--- src/rtl/leg_pkg.sv ---
// Shared types and widths for the LEG CPU front end.
package leg_pkg;

  localparam int INSTR_W = 32;
  localparam int ADDR_W  = 64;

  typedef enum logic [1:0] {
    PC_HOLD   = 2'd0,
    PC_INC    = 2'd1,
    PC_REG    = 2'd2,
    PC_BRANCH = 2'd3
  } pc_sel_e;

  typedef enum logic [1:0] {
    FETCH = 2'd0,
    WAIT  = 2'd1,
    HOLD  = 2'd2,
    DRAIN = 2'd3
  } fetch_state_e;

  // Instruction addresses are always word aligned.
  function automatic logic [ADDR_W-1:0] align_word(input logic [ADDR_W-1:0] a);
    return {a[ADDR_W-1:2], 2'b00};
  endfunction

endpackage

--- src/rtl/leg_fetch_next_pc.sv ---
// Next-PC selection for the fetch stage: hold, increment, register target or
// PC-relative branch, always word aligned.
module leg_fetch_next_pc
  import leg_pkg::*;
(
  input  logic [ADDR_W-1:0] pc,
  input  logic [1:0]        pc_sel,
  input  logic              pc_src,
  input  logic [ADDR_W-1:0] k,
  input  logic [ADDR_W-1:0] reg_a,
  output logic [ADDR_W-1:0] next_pc,
  output logic [ADDR_W-1:0] pc_plus4
);

  logic [ADDR_W-1:0] rel_off;
  logic [ADDR_W-1:0] target;

  assign pc_plus4 = pc + ADDR_W'(4);
  // k is a word offset; control always pairs a branch with pc_src=1.
  assign rel_off  = pc_src ? (k << 2) : ADDR_W'(4);

  always_comb begin
    target = pc;
    case (pc_sel_e'(pc_sel))
      PC_HOLD:   target = pc;
      PC_INC:    target = pc_plus4;
      PC_REG:    target = reg_a;
      PC_BRANCH: target = pc + rel_off;
      default:   target = pc;
    endcase
  end

  assign next_pc = align_word(target);

endmodule

--- src/rtl/leg_fetch_unit.sv ---
// LEG instruction fetch stage: owns the PC, issues imem requests and holds the
// fetched word until control retires it. LEG_FETCH_PREFETCH_EN adds a prefetch buffer.
module leg_fetch_unit
  import leg_pkg::*;
#(
  parameter logic [ADDR_W-1:0] RESET_PC = '0
) (
  input  logic               clk,
  input  logic               rst,
  input  logic [1:0]         pc_sel,
  input  logic               pc_src,
  input  logic [ADDR_W-1:0]  k,
  input  logic [ADDR_W-1:0]  reg_a,
  input  logic               instr_ready,
  output logic               imem_req,
  output logic [ADDR_W-1:0]  imem_addr,
  input  logic               imem_valid,
  input  logic [INSTR_W-1:0] imem_rdata,
  output logic [INSTR_W-1:0] instr,
  output logic               instr_valid,
  output logic [ADDR_W-1:0]  pc,
  output logic [ADDR_W-1:0]  pc_plus4
);

  fetch_state_e       state_reg, state_next;
  logic [ADDR_W-1:0]  pc_reg;
  logic [ADDR_W-1:0]  next_pc;
  logic [INSTR_W-1:0] instr_reg;
  logic               pend_reg;
  logic               retire, rsp, pend_after, seq_retire;
  logic               pf_issue, pf_hit;
  logic [INSTR_W-1:0] hit_data;

  leg_fetch_next_pc u_next_pc (
    .pc       (pc_reg),
    .pc_sel   (pc_sel),
    .pc_src   (pc_src),
    .k        (k),
    .reg_a    (reg_a),
    .next_pc  (next_pc),
    .pc_plus4 (pc_plus4)
  );

  assign retire     = (state_reg == HOLD) && instr_ready;
  assign seq_retire = retire && (pc_sel_e'(pc_sel) == PC_INC);
  assign rsp        = pend_reg && imem_valid;
  assign pend_after = pend_reg && !imem_valid;

`ifdef LEG_FETCH_PREFETCH_EN
  logic               pf_full_reg;
  logic [INSTR_W-1:0] pf_data_reg;

  assign pf_issue = !rst && (state_reg == HOLD) && !pend_reg && !pf_full_reg && !instr_ready;
  // A prefetch response landing in the retire cycle counts as a buffer hit.
  assign pf_hit   = pf_full_reg || ((state_reg == HOLD) && rsp);
  assign hit_data = pf_full_reg ? pf_data_reg : imem_rdata;

  always_ff @(posedge clk) begin
    if (rst) begin
      pf_full_reg <= 1'b0;
      pf_data_reg <= '0;
    end else if (retire) begin
      pf_full_reg <= 1'b0;
    end else if ((state_reg == HOLD) && rsp) begin
      pf_full_reg <= 1'b1;
      pf_data_reg <= imem_rdata;
    end
  end
`else
  assign pf_issue = 1'b0;
  assign pf_hit   = 1'b0;
  assign hit_data = imem_rdata;
`endif

  // The outstanding flag deliberately ignores rst so a stale response is drained.
  always_ff @(posedge clk) begin
    pend_reg <= pend_after || imem_req;
  end

  always_ff @(posedge clk) begin
    if (rst) state_reg <= pend_after ? DRAIN : FETCH;
    else     state_reg <= state_next;
  end

  always_comb begin
    state_next = state_reg;
    case (state_reg)
      FETCH: state_next = WAIT;
      WAIT:  if (rsp) state_next = HOLD;
      HOLD: begin
        if (retire) begin
          if (seq_retire && pf_hit)          state_next = HOLD;
          else if (seq_retire && pend_after) state_next = WAIT;
          else if (pend_after)               state_next = DRAIN;
          else                               state_next = FETCH;
        end
      end
      DRAIN: if (rsp) state_next = FETCH;
      default: state_next = FETCH;
    endcase
  end

  always_comb begin
    imem_req    = 1'b0;
    imem_addr   = pc_reg;
    instr_valid = (state_reg == HOLD);
    if (!rst && ((state_reg == FETCH) || pf_issue)) imem_req = 1'b1;
    if (pf_issue) imem_addr = pc_plus4;
  end

  always_ff @(posedge clk) begin
    if (rst) begin
      pc_reg    <= RESET_PC;
      instr_reg <= '0;
    end else begin
      if ((state_reg == WAIT) && rsp) instr_reg <= imem_rdata;
      if (retire) begin
        pc_reg <= next_pc;
        if (seq_retire && pf_hit) instr_reg <= hit_data;
      end
    end
  end

  assign instr = instr_reg;
  assign pc    = pc_reg;

endmodule

--- config.mk ---
export PLATFORM = sky130hd
export DESIGN_NAME = leg_fetch_unit
export DESIGN_NICKNAME = d
export VERILOG_FILES = /design/src/rtl/leg_pkg.sv /design/src/rtl/leg_fetch_next_pc.sv /design/src/rtl/leg_fetch_unit.sv
export SDC_FILE = /design/constraint.sdc
export NUM_CORES = 1
export LEC_CHECK = 0
export ABC_AREA = 0
export CAP_MARGIN = 20
export CORE_MARGIN = 5
export CORE_UTILIZATION = 40
export DETAILED_ROUTE_END_ITERATION = 7
export GPL_TIMING_DRIVEN = 0
export MAX_ROUTING_LAYER = met4
export PLACE_DENSITY = 0.73
export SLEW_MARGIN = 40
export SYNTH_ARGS = -nofsm -noshare
export SYNTH_HDL_FRONTEND = slang
export SYNTH_SLANG_ARGS = --single-unit
--- constraint.sdc ---
create_clock -name clk -period 9.04 [get_ports clk]
set_input_delay 0.904 -clock clk [delete_from_list [all_inputs] [get_ports clk]]
set_output_delay 0.904 -clock clk [all_outputs]
set_load 0.01 [all_outputs]
### Word level (Yosys, flattened, before mapping)

Index checks and enable logic that the tools add are counted.
Widths: inputs -> output; s select.

| word-level totals | value |
|---|---|
| register bits after elaboration | 97 |
| word-level logic and storage cells | 40 |
| output and inout port bits | 226 |
| input port bits | 167 |

| cells by class | value |
|---|---|
| $add $sub $neg | 2 |
| multiplexer cells | 10 |
| bitwise logic cells | 1 |
| reduce and logical (&&, ||, !) cells | 14 |
| equality and inequality tests | 9 |

Operator list:

| kind | count |
|---|---|
| $pmux 64 s4 | 1 |
| $add 64x3->64 const B | 1 |
| $add 64x64->64 | 1 |
| $mux 64 | 1 |
| $mux 2 | 6 |
| $eq 2x2->1 const B | 4 |
| $pmux 2 s4 | 1 |
| $logic_and 1x1->1 | 7 |
| $ne 3x3->1 const B | 2 |
| $eq 2x1->1 const B | 2 |
| $logic_not 2->1 | 2 |
| $ne 3x2->1 const B | 1 |
| $reduce_and 3->1 | 1 |
| $logic_not 1->1 | 2 |
| $reduce_and 2->1 | 1 |
| $logic_or 1x1->1 | 1 |
| $mux 1 | 1 |
| $not 1->1 | 1 |

### Logic depth before layout (Yosys ltp)

| logic depth | value |
|---|---|
| word-level depth | 8 |
| depth in mapped cells | 14 |
| mapped depth without buffers | 14 |

### By module

A second synthesis with hierarchy kept.

| unflattened totals | value |
|---|---|
| cell total of the unflattened synthesis | 1576 |
| area total of the unflattened synthesis | 11692.5 um^2 |

By module, submodules not included:

| module | cells each | instances | sequential area each (um^2) | area an instance (um^2) |
|---|---|---|---|---|
| leg_fetch_next_pc | 1072 | 1 | 0.0 | 7432.1 |
| leg_fetch_unit | 504 | 1 | 2001.9 | 4260.3 |

### Worst setup path after synthesis

Ideal clock, no wire load.

| path | value |
|---|---|
| kind | in2reg |
| start point | in pc_src |
| end point | reg pc_reg[49], in the netlist imem_addr[49] |
| stages | 14 |
| path buffers | 1 |
| arrival | 3.667 ns |
| slack | 5.306 ns |
| required time | 8.973 ns |
| library setup time | 0.067 ns |
| cells stage by stage | clkbuf_1 > nand2_1 > inv_1 > ha_1 > a21o_1 > and4_1 > o21a_1 > a221o_1 > a21oi_4 > o31ai_4 > a2111oi_4 > nor4_1 > mux2_4 > o21ai_2 |

| between the ends | value |
|---|---|
| word-level cells in the longest chain between the ends | 3 |

Ends and longest elaborated chain:

| item | line | RTL |
|---|---|---|
| from (decl) | leg_fetch_unit.sv:11 | `input logic pc_src,` |
| $mux 64 | leg_fetch_next_pc.sv:20 | `assign rel_off = pc_src ? (k << 2) : ADDR_W'(4);` |
| $add 64x64->64 | leg_fetch_next_pc.sv:28 | `PC_BRANCH: target = pc + rel_off;` |
| $pmux 64 s4 | leg_fetch_next_pc.sv:24 | `case (pc_sel_e'(pc_sel))` |
| to (signal assigned) | leg_fetch_unit.sv:118 | `pc_reg <= next_pc;` |
| to (decl) | leg_fetch_unit.sv:26 | `logic [ADDR_W-1:0] pc_reg;` |

Every way passes these cells.
A chain may end at the register's enable or synchronous reset.

### Worst setup path after layout

| path | value |
|---|---|
| start point | reg pc_reg[2], in the netlist imem_addr[2] |
| end point | out pc_plus4[40] |

| between the ends | value |
|---|---|
| word-level cells in the longest chain between the ends | 1 |

Ends and longest elaborated chain:

| item | line | RTL |
|---|---|---|
| $add 64x3->64 | leg_fetch_next_pc.sv:18 | `assign pc_plus4 = pc + ADDR_W'(4);` |
| to (decl) | leg_fetch_unit.sv:22 | `output logic [ADDR_W-1:0] pc_plus4` |

Every way passes these cells.

==> qor.csv <==
metric,value,unit
status,"complete, no violations",
power,2.05,mW
clock_sink_count,97,
vias,13056,
nets,2092,
cts_tree,yes,
crit_path_start_kind,register,
wl,53.3,mm
crit_type,reg2out,
num_rows,59,
fill_cells,2499,
htreeDepth,3,
hold_path_class,reg2reg,
place_hpwl,41.6,mm
antenna_found_initial,2,
swShare,42.4,%
fin_crit,5320,ps
setup_violations,0,
ant_nets,0,
worst_slew_pin_slew,925,ps
grt_setup_unrepaired,no,
ctsResizeCount,0,
leakage,5.88,nW
clockRootBuffer,clkbuf_16,
io_pins,393,
die_width,172,µm
synth_enable_flop_cells,2,
synth_area,0.0105,mm²
insertion_delay,370,ps
clk_pin_slew,90,ps
die_h,172,µm
r2r-end,imem_addr[60]$_SDFFE_PP0P_,
ys_seq_elements,97,
path_buf_inv,1,
syn2layout_area_growth,43.5,%
cp.required,8140,ps
path_depth,10,
ys.warnings.count,0,
drt-initial-drc-count,1263,
core-area,0.0260,mm²
crit_family,simple AND/OR/NAND/NOR gates,
detail_route.wl_per_cell,24.2,µm
largest_reg_flops,62,
slew_headroom,38.3,%
setup_tns,0,ps
switchingPower,0.872,mW
finClkSkew,18.6,ps
slowest_stage,clkdlybuf4s50_1,
combinationalPowerShare,50.4,%
cp.arrival,4410,ps
cts_setup_buffers,0,
synth_ff_type,dfxtp_1,
setup_ws,3720,ps
grt_use_total,35.0,%
yosys.cell_types.count,80,
drcViolationCount,0,
r2r_start,imem_addr[2]$_SDFFE_PP0P_,
slowest_delay,600,ps
viasPerCell,5.92,
drv_cap,0,
ir_worst_vdd,0.0870,mV
die_area,0.0296,mm²
crit_path_end_kind,output port,
path_common_cell,nand3_1,
hold_viol,0,
pwr-share-seq,28.8,%
crit_chain,ha_1 > and3_1 > nand4_1 > or2_1 > nor3_2 > nand3_1 > nor2_1 > nand3_1 > xnor2_1 > clkdlybuf4s50_1,
holdBufCountCts,0,
cell_internal_pwr,1.18,mW
rrSetupSlack,4870,ps
layout-drive-gt1-share,8.14,%
syn_area_per_cell,7.18,µm²
cts_buffers,9,
power_density,136,mW/mm²
syn-instance-count,1465,
critPathLaunch,imem_addr[2]$_SDFFE_PP0P_,
place_congestion,0.996,
port_buffers,381,
yosysSeqAreaShare,18.6,%
clkPwrFrac,20.8,%
place_ws,3510,ps
cts_buffer_depth,2,
reg2reg_depth,13,
endpoint,pc_plus4[40],
grt_pass1_vias,12443,
async_reset_ff_share,0,%
cp_max_fo,7,
grt_max_degree,21,
dr.pass1.iters,6,
fmax,188,MHz
start_util,40.5,%
grt_pass1_wl,76.5,mm
report.final.slew_viol_count,0,
overflow,0,
finalCritPeriodShare,58.8,%
## cells in the final DEF (no fill, tap or decap), types with 27 or more instances in the layout
cell / instances
clkdlybuf4s50_1: 381
nand4_1: 29
nor2_1: 88
nand3_1: 44
xor2_1: 31
a21oi_1: 154
ha_1: 62
nor3_1: 27
and2_1: 64
clkbuf_1: 65
xnor2_1: 69
inv_1: 40
a221oi_1: 32
o21ai_0: 83
dfxtp_1: 95
nand2_1: 190
buf_4: 68
## synthesized netlist by cell type, types with 28 or more instances
master | count | share of area [%]
nor2_1 | 88 | 3.1
ha_1 | 62 | 7.4
nand4_1 | 29 | 1.7
nand3_1 | 44 | 2.1
dfxtp_1 | 95 | 18
buf_4 | 68 | 4.9
a221oi_1 | 32 | 2.7
o21ai_0 | 83 | 3.9
xor2_1 | 31 | 2.6
nand2_1 | 190 | 6.8
nor3_1 | 28 | 1.3
and2_1 | 64 | 3.8
inv_1 | 40 | 1.4
a21oi_1 | 154 | 7.3
xnor2_1 | 69 | 5.7
clkbuf_1 | 74 | 2.6
## through the flow
step | std cells | util [%] | hold WS [ps] | cell area, µm²
floorplan | 1470 | - | 481 | 10500
CTS | 2202 | 58.1 | 462 | 15100
global route | 2204 | 58.1 | 474 | 15100
global placement | 2186 | 56.8 | 442 | 14800
detailed placement | 2186 | 56.9 | 449 | 14800
finish | 2205 | 58.1 | 458 | 15100
## routing by layer
| metal | GRT usage, % | up-vias | wire length [µm] |
|---|---|---|---|
| li1 | - | 6012 | - |
| met1 | 42.7 | 6093 | 20800 |
| met2 | 54.4 | 778 | 24200 |
| met3 | 8.57 | 173 | 5530 |
| met4 | 16.9 | 0 | 2800 |
| met5 | - | - | 0 |
## worst min path at each step
stage | from | end | slack [ps] | cells past startpoint
2_1_floorplan | instr[0]$_SDFFE_PP0P_ | instr[0]$_SDFFE_PP0P_ | 480 | 2
3_3_place_gp | instr[4]$_SDFFE_PP0P_ | instr[4]$_SDFFE_PP0P_ | 440 | 2
3_5_place_dp | instr[3]$_SDFFE_PP0P_ | instr[3]$_SDFFE_PP0P_ | 450 | 2
4_1_cts | instr[3]$_SDFFE_PP0P_ | instr[3]$_SDFFE_PP0P_ | 460 | 2
5_1_grt | instr[24]$_SDFFE_PP0P_ | instr[24]$_SDFFE_PP0P_ | 470 | 2
6_report | instr[8]$_SDFFE_PP0P_ | instr[8]$_SDFFE_PP0P_ | 460 | 2
## worst register-to-register path, stage by stage, from the launching register on
cell and delay, ps:
dfxtp_1 580, ha_1 240, inv_1 60, fa_1 400, nor2b_1 140, o21ai_1 80, a21oi_1 380, o21ai_0 310
a2111oi_2 650, o21ai_2 200, o31ai_4 290, a311oi_1 200, or4b_1 500, nand3_1 90
## power groups by stage
| stage | Clock, mW | Combinational (mW) | Sequential (mW) |
|---|---|---|---|
| finish | 0.427 | 1.03 | 0.593 |
| global route | 0.444 | 1.10 | 0.602 |
| CTS | 0.425 | 1.02 | 0.590 |
| detailed placement | 0 | 1.02 | 0.599 |
| global placement | 0 | 1.01 | 0.596 |
| floorplan | 0 | 0.511 | 0.585 |
## cells by family (layout without fill, tap and decap cells)
kind of cell / Yosys count / after routing / synth area share (%)
AO/OA/AOI/OAI: 444 / 444 / 27.6
XOR/XNOR: 101 / 101 / 8.48
adder cells (fa/ha/maj): 63 / 63 / 7.56
buffers and inverters: 197 / 594 / 9.55
flip-flops: 97 / 97 / 18.6
multiplexers: 31 / 31 / 3.20
other: 1 / 9 / 0.0356
AND/OR/NAND/NOR: 531 / 531 / 24.9
## layout make-up
type / count / area (µm²) / area share [%]
multi-input cells: 1176 / 7580 / 50.2
repair buffers: 381 / 3810 / 25.3
flip-flops and latches: 97 / 1960 / 13.0
plain buffers: 157 / 870 / 5.76
well taps: 335 / 419 / 2.78
clock buffers: 9 / 225 / 1.49
inverters: 40 / 150 / 0.994
clock inverters: 7 / 76.3 / 0.505
diodes: 3 / 7.51 / 0.0497
Note: power is estimated with default switching activity, not from simulation.
